==> src/rtl/ttt_pkg.sv <==
`default_nettype none
// ============================================================================
// Module   : ttt_pkg
// Purpose  : Shared types and constants for the tic-tac-toe turn sequencer:
//            FSM state encoding, winner codes, win-line masks, cell range.
// Revision : 1.0 - initial release
// ============================================================================
package ttt_pkg;

  typedef enum logic [1:0] {
    ST_PLAY  = 2'd0,
    ST_CHECK = 2'd1,
    ST_DONE  = 2'd2
  } state_t;

  localparam logic [1:0] W_NONE = 2'b00;
  localparam logic [1:0] W_P0   = 2'b01;
  localparam logic [1:0] W_P1   = 2'b10;
  localparam logic [1:0] W_DRAW = 2'b11;

  localparam int NUM_LINES = 8;

  // Ordered by reporting priority: rows, columns, main diagonal, anti-diagonal.
  localparam logic [8:0] WIN_LINES [0:7] = '{
    9'h007, 9'h038, 9'h1C0,
    9'h049, 9'h092, 9'h124,
    9'h111, 9'h054
  };

  localparam logic [3:0] CELL_MAX = 4'd8;

endpackage
`default_nettype wire

==> src/rtl/ttt_win_check.sv <==
`default_nettype none
// ============================================================================
// Module   : ttt_win_check
// Purpose  : Combinational win detector. Reports whether the given player
//            owns a complete line and which line (first in priority order).
// Revision : 1.0 - initial release
// ============================================================================
module ttt_win_check
  import ttt_pkg::*;
(
  input  logic [8:0] grid_active,
  input  logic [8:0] grid_mark,
  input  logic       player,
  output logic       win,
  output logic [8:0] line_mask
);

  logic [8:0] owned;

  // Cells held by the player under test.
  always_comb begin
    owned = grid_active & (player ? grid_mark : ~grid_mark);
  end

  // Scan from lowest priority upward so the earliest matching line is kept.
  always_comb begin
    win       = 1'b0;
    line_mask = '0;
    for (int i = NUM_LINES - 1; i >= 0; i--) begin
      if ((owned & WIN_LINES[i]) == WIN_LINES[i]) begin
        win       = 1'b1;
        line_mask = WIN_LINES[i];
      end
    end
  end

endmodule
`default_nettype wire

==> src/rtl/ttt_turn_sequencer.sv <==
`default_nettype none
// ============================================================================
// Module   : ttt_turn_sequencer
// Purpose  : Owns the 3x3 board, grants turns to P0 (X) and P1 (O), rejects
//            illegal moves, detects win/draw and ends or alternates the game.
//            Optional turn timeout enabled by defining TTT_TURN_TIMEOUT_EN.
// Revision : 1.0 - initial release
// ============================================================================
module ttt_turn_sequencer
  import ttt_pkg::*;
#(
  parameter bit          START_PLAYER   = 1'b0,
  parameter int unsigned TIMEOUT_CYCLES = 100_000_000
) (
  input  logic       clk,
  input  logic       reset,
  input  logic       new_game,
  input  logic       p0_valid,
  input  logic [3:0] p0_cell,
  output logic       p0_ready,
  input  logic       p1_valid,
  input  logic [3:0] p1_cell,
  output logic       p1_ready,
  output logic [8:0] grid_active,
  output logic [8:0] grid_mark,
  output logic       turn,
  output logic       game_over,
  output logic [1:0] winner,
  output logic [8:0] win_line,
  output logic       move_reject,
  output logic       timeout
);

  state_t     state_q, state_d;
  logic [8:0] grid_active_q, grid_active_d;
  logic [8:0] grid_mark_q, grid_mark_d;
  logic [8:0] win_line_q, win_line_d;
  logic [1:0] winner_q, winner_d;
  logic       turn_q, turn_d;
  logic       move_reject_q, move_reject_d;
  logic       timeout_q, timeout_d;

  logic       accept;
  logic       legal;
  logic [3:0] sel_cell;
  logic [8:0] cell_onehot;
  logic       mover_wins;
  logic [8:0] mover_line;
  logic       board_full;
  logic       timeout_hit;

  // Select the current mover's request and qualify the target cell.
  always_comb begin
    sel_cell    = turn_q ? p1_cell : p0_cell;
    accept      = (state_q == ST_PLAY) && (turn_q ? p1_valid : p0_valid);
    cell_onehot = 9'd1 << sel_cell;
    legal       = (sel_cell <= CELL_MAX) && ((grid_active_q & cell_onehot) == 9'd0);
    board_full  = &grid_active_q;
  end

  ttt_win_check u_win_check (
    .grid_active (grid_active_q),
    .grid_mark   (grid_mark_q),
    .player      (turn_q),
    .win         (mover_wins),
    .line_mask   (mover_line)
  );

`ifdef TTT_TURN_TIMEOUT_EN
  localparam logic [26:0] TIMEOUT_LAST = 27'(TIMEOUT_CYCLES - 1);

  logic [26:0] tmo_cnt_q, tmo_cnt_d;

  // Idle counter: runs only while waiting in PLAY, cleared by any accept.
  always_comb begin
    timeout_hit = (state_q == ST_PLAY) && !new_game && !accept &&
                  (tmo_cnt_q == TIMEOUT_LAST);
    tmo_cnt_d   = '0;
    if (!new_game && (state_q == ST_PLAY) && !accept && !timeout_hit) begin
      tmo_cnt_d = tmo_cnt_q + 27'd1;
    end
  end

  // Idle counter register.
  always_ff @(posedge clk) begin
    if (reset) begin
      tmo_cnt_q <= '0;
    end else begin
      tmo_cnt_q <= tmo_cnt_d;
    end
  end
`else
  logic unused_timeout_cfg;

  assign timeout_hit        = 1'b0;
  assign unused_timeout_cfg = ^TIMEOUT_CYCLES;
`endif

  // Next-state: a legal move goes to CHECK, CHECK resolves to PLAY or DONE.
  always_comb begin
    state_d = state_q;
    if (new_game) begin
      state_d = ST_PLAY;
    end else begin
      case (state_q)
        ST_PLAY:  if (accept && legal) state_d = ST_CHECK;
        ST_CHECK: state_d = (mover_wins || board_full) ? ST_DONE : ST_PLAY;
        ST_DONE:  state_d = ST_DONE;
        default:  state_d = ST_PLAY;
      endcase
    end
  end

  // Board, turn and result updates.
  always_comb begin
    grid_active_d = grid_active_q;
    grid_mark_d   = grid_mark_q;
    win_line_d    = win_line_q;
    winner_d      = winner_q;
    turn_d        = turn_q;
    move_reject_d = 1'b0;
    timeout_d     = 1'b0;
    if (new_game) begin
      grid_active_d = '0;
      grid_mark_d   = '0;
      win_line_d    = '0;
      winner_d      = W_NONE;
      turn_d        = START_PLAYER;
    end else begin
      case (state_q)
        ST_PLAY: begin
          if (accept) begin
            if (legal) begin
              grid_active_d = grid_active_q | cell_onehot;
              grid_mark_d   = grid_mark_q | (turn_q ? cell_onehot : 9'd0);
            end else begin
              move_reject_d = 1'b1;
            end
          end else if (timeout_hit) begin
            timeout_d = 1'b1;
            turn_d    = ~turn_q;
          end
        end
        ST_CHECK: begin
          if (mover_wins) begin
            winner_d   = turn_q ? W_P1 : W_P0;
            win_line_d = mover_line;
          end else if (board_full) begin
            winner_d = W_DRAW;
          end else begin
            turn_d = ~turn_q;
          end
        end
        default: begin
        end
      endcase
    end
  end

  // State and datapath registers.
  always_ff @(posedge clk) begin
    if (reset) begin
      state_q       <= ST_PLAY;
      grid_active_q <= '0;
      grid_mark_q   <= '0;
      win_line_q    <= '0;
      winner_q      <= W_NONE;
      turn_q        <= START_PLAYER;
      move_reject_q <= 1'b0;
      timeout_q     <= 1'b0;
    end else begin
      state_q       <= state_d;
      grid_active_q <= grid_active_d;
      grid_mark_q   <= grid_mark_d;
      win_line_q    <= win_line_d;
      winner_q      <= winner_d;
      turn_q        <= turn_d;
      move_reject_q <= move_reject_d;
      timeout_q     <= timeout_d;
    end
  end

  // Outputs: grant only the player whose turn it is, and only in PLAY.
  always_comb begin
    p0_ready    = (state_q == ST_PLAY) && !turn_q;
    p1_ready    = (state_q == ST_PLAY) && turn_q;
    game_over   = (state_q == ST_DONE);
    grid_active = grid_active_q;
    grid_mark   = grid_mark_q;
    turn        = turn_q;
    winner      = winner_q;
    win_line    = win_line_q;
    move_reject = move_reject_q;
    timeout     = timeout_q;
  end

endmodule
`default_nettype wire
==> config.mk <==
export PLATFORM = sky130hd
export DESIGN_NAME = ttt_turn_sequencer
export DESIGN_NICKNAME = d
export VERILOG_FILES = /design/src/rtl/ttt_pkg.sv /design/src/rtl/ttt_win_check.sv /design/src/rtl/ttt_turn_sequencer.sv
export SDC_FILE = /design/constraint.sdc
export NUM_CORES = 1
export LEC_CHECK = 0
export ABC_AREA = 1
export CAP_MARGIN = 20
export CORE_MARGIN = 2
export CORE_UTILIZATION = 40
export DETAILED_ROUTE_END_ITERATION = 8
export PLACE_DENSITY = 0.65
export SYNTH_ARGS = -nofsm -noshare
export SYNTH_HDL_FRONTEND = slang
export SYNTH_SLANG_ARGS = --single-unit
==> constraint.sdc <==
create_clock -name clk -period 3.4 [get_ports clk]
set_input_delay 0.68 -clock clk [delete_from_list [all_inputs] [get_ports clk]]
set_output_delay 0.68 -clock clk [all_outputs]
set_load 0.01 [all_outputs]
==> metrics <==
maximum clock path buffer count 2; worst-margin pin slew 0.675 ns; root buf cell clkbuf_8; crit path buf inv count 2; CTS buffer count 5; CP endpoint turn; status complete, no violations; GRT busiest layer met2; DR iter-0 viols 178; CTS Sinks 33; FF/Latch Area 661 µm²; mux cell area share after synthesis 0; Die W 79.3 µm; Cells after Synth 335; Placed Cells 447; drt pass-1 iters 4; Pwr per Cell Area 307 nW/µm²; met2 GRT Util 0.282; sequential cell area fraction in the yosys report 0.292; cell with the most instances after synthesis nand2_1; first-pass GRT wire length 9200 µm; GR Util met1 0.262; Setup Total Neg Slack 0 ns; fraction of the mapped netlist area in compound gates 0.117; cell taking the most area after synthesis dfxtp_1; layout cells sized above 1 0.198; RSZ-0062 raised after global routing no; row cnt 27; die area 6280 µm²; Synth Register Bits 33; CP max stage cell dfxtp_1; fin. max-slew vios 0; number of port buffers 46; period utilization 0.777; Ports 48; CP max stage delay 0.76 ns; DIE HEIGHT 79.3 µm; GPL Wtd Cong 0.838; H-tree level count 2; post-CTS resize count 0; Starting Density 0.414; Crit Path Category register to output port; required time of the critical path 2.72 ns; number of synthesized flops with an enable pin 0; Critical Path AT 1.96 ns; Top delay family on crit path buffers and inverters; non-filler cells, final 455; Mean Syn Cell Area 6.76 µm²; Hold Vio Cnt, Final 0; largest net degree at the start of global routing 25; Vias per Instance 4.79; nets@finish 395; Ant. Diodes 0; ys async rst share 0; met3 usage 0.0330; adder-cell share of the synthesized area 0; Post-CTS Setup Bufs 0; Worst Setup SP turn$_SDFFE_PP0P_; end of the worst register-to-register path grid_mark[1]$_SDFFE_PP0P_; FF-to-FF setup slack 0.90 ns; grt total ovfl 0; final setup skew 0.00506 ns; CTS tree built; crit end category output port; Simple-Gate Fraction of Synth Area 0.459; vias in the first global route 2,015; largest fanout on the critical path 16; area of the multi-input gates 1310 µm²; main combinational cell family by area after synthesis simple AND/OR/NAND/NOR gates; crit start category register; R2R cell count 13; initial antenna violation count 0; achievable frequency 379 MHz; Min Clock Period, post-route 2.64 ns; worst flop-to-flop path startpoint turn$_SDFFE_PP0P_; ranking of synthesized cells by area dfxtp_1, nand2_1, inv_1; Post-synth top cells nand2_1, inv_1, nor2_1, dfxtp_1, nand3_1; CP Depth 2; Netlist cell types 32; Primary FF master, synth dfxtp_1; Finish-stage setup viols 0; Synth Net Count 348; Post-Synth XOR/XNOR Area 0; core area 5470 µm²; synthesis-to-finish area growth 26.4%; share of the synthesized area in the top cell type 0.292; Filler Cell Count 578; Pleak 1.21 nW; worst hold stages 2; hold crit path type register to register; cells along the critical path buf_4, clkdlybuf4s50_1; via count 2,181; VDD IR max 0.000184 V; DR DRC count 0; synthesized cell area 2270 µm²; Synth warnings 0; Avg WL per Cell 12.0 µm; Slew HR 0.549; maxcap violations 0; clock transition at the registers of the reported paths 0.07 ns; Post-CTS Hold Fix Bufs 0; Total Routing Usage GR 0.185; post-detail-place hpwl 4080 µm; Post-DRT Antenna Nets 0; Skew-Pair Late Insertion Delay 0.29 ns; WL final 5450 µm
worst min-delay path: stages, from the launching register on:
cell     delay, ns
dfxtp_1       0.31
nand2_1       0.06
a21oi_1       0.06
routing by layer:
layer  wire length [µm]  part of all wire  vias up
li1                   -                 -     1147
met1               2740              0.50      974
met2               2380              0.44       54
met3                251             0.046        6
met4                 85             0.016        0
met5                  0                 0        -
cells by family after synthesis:
kind of cell / after synthesis
other: 1
buffers and inverters: 60
and+or+nand+nor: 198
AOI/OAI and AO/OA: 43
DFF: 33
cell type report:
type                    count  area share
repair buffers             50       0.171
clock buffers               7      0.0301
inverters                  50      0.0690
clock inverters             1      0.0105
multi-input cells         242       0.457
flip-flops and latches     33       0.231
well taps                  72      0.0315
report_power, final:
part	switching [W]	total [W]	internal [W]
Sequential	0.00000214	0.000390	0.000388
Clock	0.000154	0.000393	0.000239
Combinational	0.0000615	0.0000970	0.0000355
sequential cells by signal (all words and copies together), names as in the netlist:
signal       count
move_reject      1
state_q          2
winner           2
grid_active      9
turn             1
win_line         9
grid_mark        9
worst min path at each step:
stage                                         from                        to  slack (ns)
after floorplan           win_line[3]$_SDFFE_PP0P_  win_line[3]$_SDFFE_PP0P_        0.49
after global placement    win_line[6]$_SDFFE_PP0P_  win_line[6]$_SDFFE_PP0P_        0.45
after detailed placement  win_line[6]$_SDFFE_PP0P_  win_line[6]$_SDFFE_PP0P_        0.46
after CTS                 win_line[6]$_SDFFE_PP0P_  win_line[6]$_SDFFE_PP0P_        0.47
after global routing      win_line[5]$_SDFFE_PP0P_  win_line[5]$_SDFFE_PP0P_        0.49
final                     win_line[6]$_SDFFE_PP0P_  win_line[6]$_SDFFE_PP0P_        0.47
layout by cell type, fill, tap and decap left out, types with 3 or more instances in the layout:
cell type,n
nor2_2,13
o21ai_0,10
a21oi_2,10
dfxtp_1,33
nor2_1,43
o21ai_1,4
nand2_4,8
a21oi_1,15
clkbuf_8,6
nand4_1,4
nand3_2,15
inv_1,45
nand2_1,73
nand3_1,25
nand2_2,10
inv_2,3
clkdlybuf4s50_1,46
buf_4,4
through the flow:
stage	power, W	instance area (µm²)	hold slack, ns	util	worst slack [ns]
after detailed placement	0.000496	2750	0.463	0.502	0.904
final	0.000880	2860	0.468	0.523	0.759
after global placement	0.000495	2750	0.453	0.502	0.930
after CTS	0.000891	2860	0.473	0.523	0.746
after floorplan	0.000469	2270	0.488	-	1.56
after global routing	0.000914	2860	0.489	0.523	0.647
(Power assumes the default switching activity.)
